$ cat src/rtl/arbiter_pkg.sv
// Shared types and helpers for the ownership stage around the fixed-priority arbiter.
package arbiter_pkg;

  typedef enum logic [1:0] {
    IDLE    = 2'd0,
    OWNED   = 2'd1,
    RELEASE = 2'd2
  } state_e;

  // Binary index of a one-hot vector; returns 0 for an all-zero vector.
  function automatic logic [31:0] onehot_to_idx(input logic [31:0] vec);
    logic [31:0] idx;
    idx = '0;
    for (int i = 0; i < 32; i++) begin
      if (vec[i]) idx = idx | 32'(i);
    end
    return idx;
  endfunction

endpackage

$ cat src/rtl/arbiter_lock.sv
// Ownership stage: gates requests into an external combinational fixed-priority
// arbiter, latches its grant as a registered owner held for a multi-cycle
// transaction, and releases on done, request drop or hold timeout. A requester
// that timed out is masked for the next arbitration slot.
module arbiter_lock
  import arbiter_pkg::*;
#(
  parameter int NUM      = 4,
  parameter int MAX_HOLD = 16,
  localparam int IDX_W   = (NUM > 1) ? $clog2(NUM) : 1,
  localparam int CNT_W   = $clog2(MAX_HOLD)
) (
  input  logic             clk,
  input  logic             rst,
  input  logic [NUM-1:0]   req_i,
  output logic [NUM-1:0]   req_arb_o,
  input  logic [NUM-1:0]   gnt_i,
  input  logic [NUM-1:0]   done_i,
  output logic [NUM-1:0]   owner_o,
  output logic [IDX_W-1:0] owner_idx_o,
  output logic             busy_o,
  output logic             timeout_o,
  output logic             err_o
);

  state_e             state_q, state_n;
  logic [NUM-1:0]     owner_q, owner_n;
  logic [IDX_W-1:0]   idx_q, idx_n;
  logic [CNT_W-1:0]   cnt_q, cnt_n;
  logic [NUM-1:0]     mask_q, mask_n;
  logic               timeout_q, timeout_n;
  logic               err_q, err_n;

  // Requests reach the arbiter only while idle, minus any penalised requester.
  always_comb begin
    req_arb_o = (state_q == IDLE) ? (req_i & ~mask_q) : '0;
  end

  // Next-state and next-output decisions for the ownership FSM.
  always_comb begin
    // NOTE: every signal gets a default before the case so no path leaves it unassigned (no latch).
    state_n   = state_q;
    owner_n   = owner_q;
    idx_n     = idx_q;
    cnt_n     = cnt_q;
    mask_n    = mask_q;
    timeout_n = 1'b0;
    err_n     = err_q;

    case (state_q)
      IDLE: begin
        // The penalty only ever covers one arbitration slot.
        mask_n = '0;
        if (gnt_i != '0) begin
          if ($onehot(gnt_i)) begin
            state_n = OWNED;
            owner_n = gnt_i;
            idx_n   = IDX_W'(onehot_to_idx(32'(gnt_i)));
            cnt_n   = '0;
          end else begin
            err_n = 1'b1;
          end
        end
      end

      OWNED: begin
        cnt_n = cnt_q + 1'b1;
        if ((|(done_i & owner_q)) || !(|(req_i & owner_q))) begin
          // Normal completion or abandonment: no pulse, no penalty.
          state_n = RELEASE;
          owner_n = '0;
          idx_n   = '0;
        end else if (cnt_q == CNT_W'(MAX_HOLD - 1)) begin
          state_n   = RELEASE;
          owner_n   = '0;
          idx_n     = '0;
          timeout_n = 1'b1;
          mask_n    = owner_q;
        end
      end

      RELEASE: begin
        state_n = IDLE;
      end

      default: begin
        state_n = IDLE;
      end
    endcase
  end

  // State and output registers with synchronous reset.
  always_ff @(posedge clk) begin
    // NOTE: registers use non-blocking assignment so every flop samples pre-edge values.
    if (rst) begin
      state_q   <= IDLE;
      owner_q   <= '0;
      idx_q     <= '0;
      cnt_q     <= '0;
      mask_q    <= '0;
      timeout_q <= 1'b0;
      err_q     <= 1'b0;
    end else begin
      state_q   <= state_n;
      owner_q   <= owner_n;
      idx_q     <= idx_n;
      cnt_q     <= cnt_n;
      mask_q    <= mask_n;
      timeout_q <= timeout_n;
      err_q     <= err_n;
    end
  end

  assign owner_o     = owner_q;
  assign owner_idx_o = idx_q;
  assign busy_o      = (state_q == OWNED);
  assign timeout_o   = timeout_q;
  assign err_o       = err_q;

endmodule

$ cat config.mk
export PLATFORM = sky130hd
export DESIGN_NAME = arbiter_lock
export DESIGN_NICKNAME = d
export VERILOG_FILES = /design/src/rtl/arbiter_pkg.sv /design/src/rtl/arbiter_lock.sv
export SDC_FILE = /design/constraint.sdc
export NUM_CORES = 1
export LEC_CHECK = 0
export BUFFER_PORTS_ARGS = -buffer_cell sky130_fd_sc_hd__buf_4
export CORE_MARGIN = 8
export CORE_UTILIZATION = 35
export CTS_CLUSTER_DIAMETER = 150
export DETAILED_ROUTE_END_ITERATION = 12
export GPL_ROUTABILITY_DRIVEN = 0
export HOLD_SLACK_MARGIN = 0.06
export MAX_ROUTING_LAYER = met4
export PLACE_DENSITY = 0.63
export SYNTH_ARGS = -nofsm -noshare
export SYNTH_HDL_FRONTEND = slang
export SYNTH_SLANG_ARGS = --single-unit
$ cat constraint.sdc
create_clock -name clk -period 6.7 [get_ports clk]
set_input_delay 0.67 -clock clk [delete_from_list [all_inputs] [get_ports clk]]
set_output_delay 0.67 -clock clk [all_outputs]
set_load 0.05 [all_outputs]
After elaboration in Yosys (flattened, before gate mapping)
Cells that the tools add are included.
{ "word_totals": {"ff_bits": 18, "in_bits": 14, "out_inout_bits": 13, "wordCells": 64} }
{ "classes": {"n_addsub": 4, "n_eq_ne": 8, "muxes": 26, "bitwise": 6, "reduce_logical": 13} }
{ "ops": {"columns": ["cell", "count"], "rows": [
  ["$mux W4", 9],
  ["$pmux W4 S2", 3],
  ["$mux W2", 10],
  ["$and A4 B4 Y4", 3],
  ["$reduce_and A3 Y1", 4],
  ["$pmux W2 S2", 2],
  ["$reduce_or A4 Y1", 2],
  ["$ne A2 B1 Y1 const B", 3],
  ["$add A1 B1 Y2", 2],
  ["$add A4 B1 Y4 const B", 1],
  ["$eq A4 B4 Y1 const B", 1],
  ["$not A4 Y4", 1],
  ["$reduce_and A4 Y1", 1],
  ["$reduce_bool A4 Y1", 1],
  ["$add A2 B2 Y3", 1],
  ["$eq A3 B1 Y1 const B", 1],
  ["$ne A3 B1 Y1 const B", 1],
  ["$reduce_or A3 Y1", 1],
  ["$eq A2 B1 Y1 const B", 1],
  ["$logic_not A2 Y1", 1],
  ["$mux W1", 2],
  ["$ne A2 B2 Y1 const B", 1],
  ["$not A1 Y1", 2],
  ["$reduce_bool A2 Y1", 1],
  ["2 further kinds", 2]
]} }

Depth between registers and ports, before layout
{ "depth": {"word_depth": 6, "ltp_mapped": 9, "ltp_nobuf": 9} }

Worst setup path before layout
OpenSTA, ideal clock, no wires.
{ "synth_timing": {"path_kind": "input -> register", "start": "input gnt_i[0]", "end": "register cnt_q[3]", "setup_time_ps": 70, "t_arrival_ps": 2684, "required_time_ps": 6630, "setup_slack_ps": 3946, "stages": 9, "n_path_buf": 0, "cell_sequence": "inv_1 fa_1 inv_1 ha_1 ha_1 nor3b_4 a21oi_4 or4_1 a21boi_1"} }
{ "synth_between": {"elab_chain_cells": 5, "elab_cells_between_ends": 7, "classes_between": "add/sub (2); eq/ne (3); reduce/logical (2)"} }
{ "synth_rtl": {"columns": ["element", "line_no", "rtl"], "rows": [
  ["from (decl)", "arbiter_lock.sv:17", "input logic [NUM-1:0] gnt_i,"],
  ["$add A1 B1 Y2 (implied by the code)", "arbiter_lock.sv:55", "if ($onehot(gnt_i)) begin"],
  ["$add A2 B2 Y3 (implied by the code)", "arbiter_lock.sv:55", null],
  ["$eq A3 B1 Y1", "arbiter_lock.sv:55", null],
  ["$ne A2 B1 Y1 (no line)", null, null],
  ["$reduce_and A3 Y1 (no line) (*)", null, null],
  ["to (signal assigned)", "arbiter_lock.sv:107", "cnt_q <= cnt_n;"],
  ["to (decl)", "arbiter_lock.sv:29", "logic [CNT_W-1:0] cnt_q, cnt_n;"]
]} }
Every way passes the cells marked *; elsewhere a longest branch is shown, timed or not.
A chain may end at the register's enable or synchronous reset.

Worst setup path after layout
{ "layout_timing": {"start": "input gnt_i[0]", "end": "register owner_q[3], in the netlist owner_o[3]"} }
{ "layout_between": {"elab_chain_cells": 5, "elab_cells_between_ends": 7, "classes_between": "add/sub (2); eq/ne (3); reduce/logical (2)"} }
{ "layout_rtl": {"columns": ["element", "line_no", "rtl"], "rows": [
  ["$add A1 B1 Y2 (implied by the code)", "arbiter_lock.sv:55", null],
  ["$add A2 B2 Y3 (implied by the code)", "arbiter_lock.sv:55", null],
  ["$eq A3 B1 Y1", "arbiter_lock.sv:55", null],
  ["$ne A2 B1 Y1 (no line)", null, null],
  ["$reduce_and A4 Y1 (no line) (*)", null, null],
  ["to (signal assigned)", "arbiter_lock.sv:105", "owner_q <= owner_n;"],
  ["to (decl)", "arbiter_lock.sv:27", "logic [NUM-1:0] owner_q, owner_n;"]
]} }
Marks and branches as above.

==> out/qor.yml <==
slowest_stage: "fa_1"
cts.sink_count: 18
cp-start-kind: "input port"
antenna_found_initial: 0
final_cell_mix: "buf_4, dfxtp_1, inv_1"
htreeDepth: 1
pin_count: 27
grt_busiest_layer: "met2"
maxSlewViolCount: 0
dpl.hpwl_um: 1920
final_cell_count_no_fill: 165
synth-async-reset-ratio_pct: 0
grt_util_met3_pct: 2.00
p_leak_nw: 0.486
setup_viol: 0
die_w_um: 69.8
path_max_fanout: 7
cts-root-buf: "clkbuf_4"
min_path_cells: 2
postCtsSetupBuffers: 0
fmax_mhz: 373
dieArea_um2: 4870
slew_headroom_pct: 64.0
hp-start: "owner_idx_o[1]"
drive_above_1_share_pct: 29.9
yosys_warnings: 0
cts_tree: "done"
cp_top_family: "adder cells"
routed_wl_um: 2530
core_area_um2: 2760
use_met1_pct: 11.9
ys_types: 38
fin_crit_ns: 2.68
critPathMaxStageDelay_ns: 0.53
drtAntennaViolNets: 0
synth_area_um2: 1010
clk_pin_slew_worst_paths_ns: 0.11
clock_path_buffers: 2
syn_area_per_cell_um2: 9.37
r2r-start: "cnt_q[0]"
clkPwrFrac_pct: 22.7
tns_ns: 0
synth_fp_nets: 127
critPathArrivalTime_ns: 2.86
synth_edf_count: 0
ys.flop_type: "dfxtp_1"
finalCritPeriodShare_pct: 40.0
max-cap-violations: 0
initial_core_util_pct: 36.7
p_comb_share_pct: 36.1
dp_cells: 161
ys_seq_elements: 18
cts_made_buffers: 3
insertion_delay_ns: 0.30
reg2reg_to: "mask_q[0]"
whs_endpoint: "owner_idx_o[1]"
grt_pass1_vias: 947
vias: 912
path_class: "in -> reg"
drc: 0
finalHoldViolCount: 0
yosysSeqAreaShare_pct: 35.6
powerDensity_nw_per_um2: 242
p_sw_mw: 0.120
crit_required_ns: 6.88
grt_max_degree: 22
final_cell_area_um2: 1270
hp-class: "reg -> reg"
rows: 19
worstPathCellList: "buf_4 -> inv_1 -> fa_1 -> inv_1 -> ha_1 -> ha_1 -> nor3b_4 -> a21oi_4 -> a311oi_2 -> o32ai_1"
cp-end-kind: "flop"
dieHeight_um: 69.8
grt_pass1_wl_um: 4350
p_sw_share_pct: 39.0
p_seq_share_pct: 41.2
grt_util_all_layers_pct: 10.6
layout_commonest_cell: "buf_4"
grtUsageMet2_pct: 17.9
antenna_cells: 0
nets: 154
r2r_slack_ns: 4.97
grt_setup_unrepaired: "false"
fin_skew_ns: 0.00381
area_delta_synth_final_pct: 25.1
vias_per_cell: 5.53
power.ir.vdd_worst_mv: 0.137
place_area_um2: 1230
cts_resized: 0
path_buf_inv: 3
dr.pass1.iters: 4
grt-ovfl-total: 0
r2r_cells: 5
p_int_mw: 0.187
status: "complete, no violations"
wl_per_cell_um: 15.3
postCtsHoldBufs: 0
drt_iter0_drc: 29
io_buffers: 26
worst_pin_slew_ns: 0.539
syn_inst: 108
[area by class of cell]
cell class | instances | area (um2)
clock buffer | 4 | 36.3
sequential | 18 | 360
multi-input combinational | 75 | 594
tap | 31 | 38.8
fill | 265 | 1490
inverter | 11 | 41.3
timing repair buffer | 26 | 195
[cell usage after synthesis, drive strengths merged, types with 2 or more instances]
cell	instances	area (um2)
nor3b	6	56.3
o31ai	2	15.0
nand3b	6	45.0
nand2b	3	18.8
or4	2	15.0
nor2	8	32.5
a2111oi	2	36.3
a22oi	2	25.0
ha	4	50.1
a31oi	5	31.3
o21ai	3	15.0
nand2	4	15.0
o32ai	3	26.3
clkbuf	3	11.3
a21oi	4	31.3
dfxtp	18	360
a21boi	2	15.0
a22o	2	17.5
inv	11	41.3
nand3	5	30.0
a211oi	2	20.0
[layer usage]
metal	up-vias	share of wire (%)
met4	0	1.3
met1	440	47
met3	4	2.8
met2	17	49
met5	-	0
li1	451	-
[metrics by stage]
step	utilization [%]	setup slack, ns	hold slack, ns	power [mW]
2_1_floorplan	-	3.95	0.460	0.205
3_3_place_gp	44.6	3.75	0.459	0.238
3_5_place_dp	44.6	3.69	0.470	0.239
4_1_cts	45.9	4.03	0.497	0.308
5_1_grt	45.9	3.91	0.506	0.320
6_report	45.9	4.02	0.497	0.306
[kinds of logic (layout without fill, tap and decap cells)]
kind of cell    Yosys count  count (layout)  share of synthesized area (%)
buf+inv                  15              41                           5.69
compound gates           30              30                           26.2
flops                    18              18                           35.6
fa+ha+maj                 5               5                           6.92
simple gates             40              40                           25.6
[worst max-delay path by stage]
stage	startpoint	endpoint	slack, ns	depth (start not counted)
after floorplan	gnt_i[0]	cnt_q[3]	3.95	9
after global placement	gnt_i[0]	owner_idx_o[1]	3.75	10
after detailed placement	gnt_i[0]	owner_idx_o[1]	3.69	10
after CTS	gnt_i[0]	owner_idx_o[1]	4.03	10
after global routing	gnt_i[0]	owner_o[1]	3.91	10
final	gnt_i[0]	owner_o[3]	4.02	10
[registers in the layout (all words and copies together) (netlist names)]
signal,cells
err_o,1
owner_o,4
owner_idx_o,2
state_q,2
timeout_o,1
mask_q,4
cnt_q,4
[worst min-delay path: cells and delay by family, from the launching register on]
kind	cells	cell delay [ns]
buffers and inverters	1	0.05
flip-flops	1	0.33
AO/OA/AOI/OAI	1	0.08
[power groups by stage]
stage	clock [mW]	combinational [mW]	sequential, mW
global route	0.0758	0.117	0.127
global placement	0	0.110	0.128
CTS	0.0705	0.111	0.126
floorplan	0	0.0619	0.143
finish	0.0696	0.110	0.126
detailed placement	0	0.111	0.128
No activity file was read; power rests on OpenSTA's default activity.
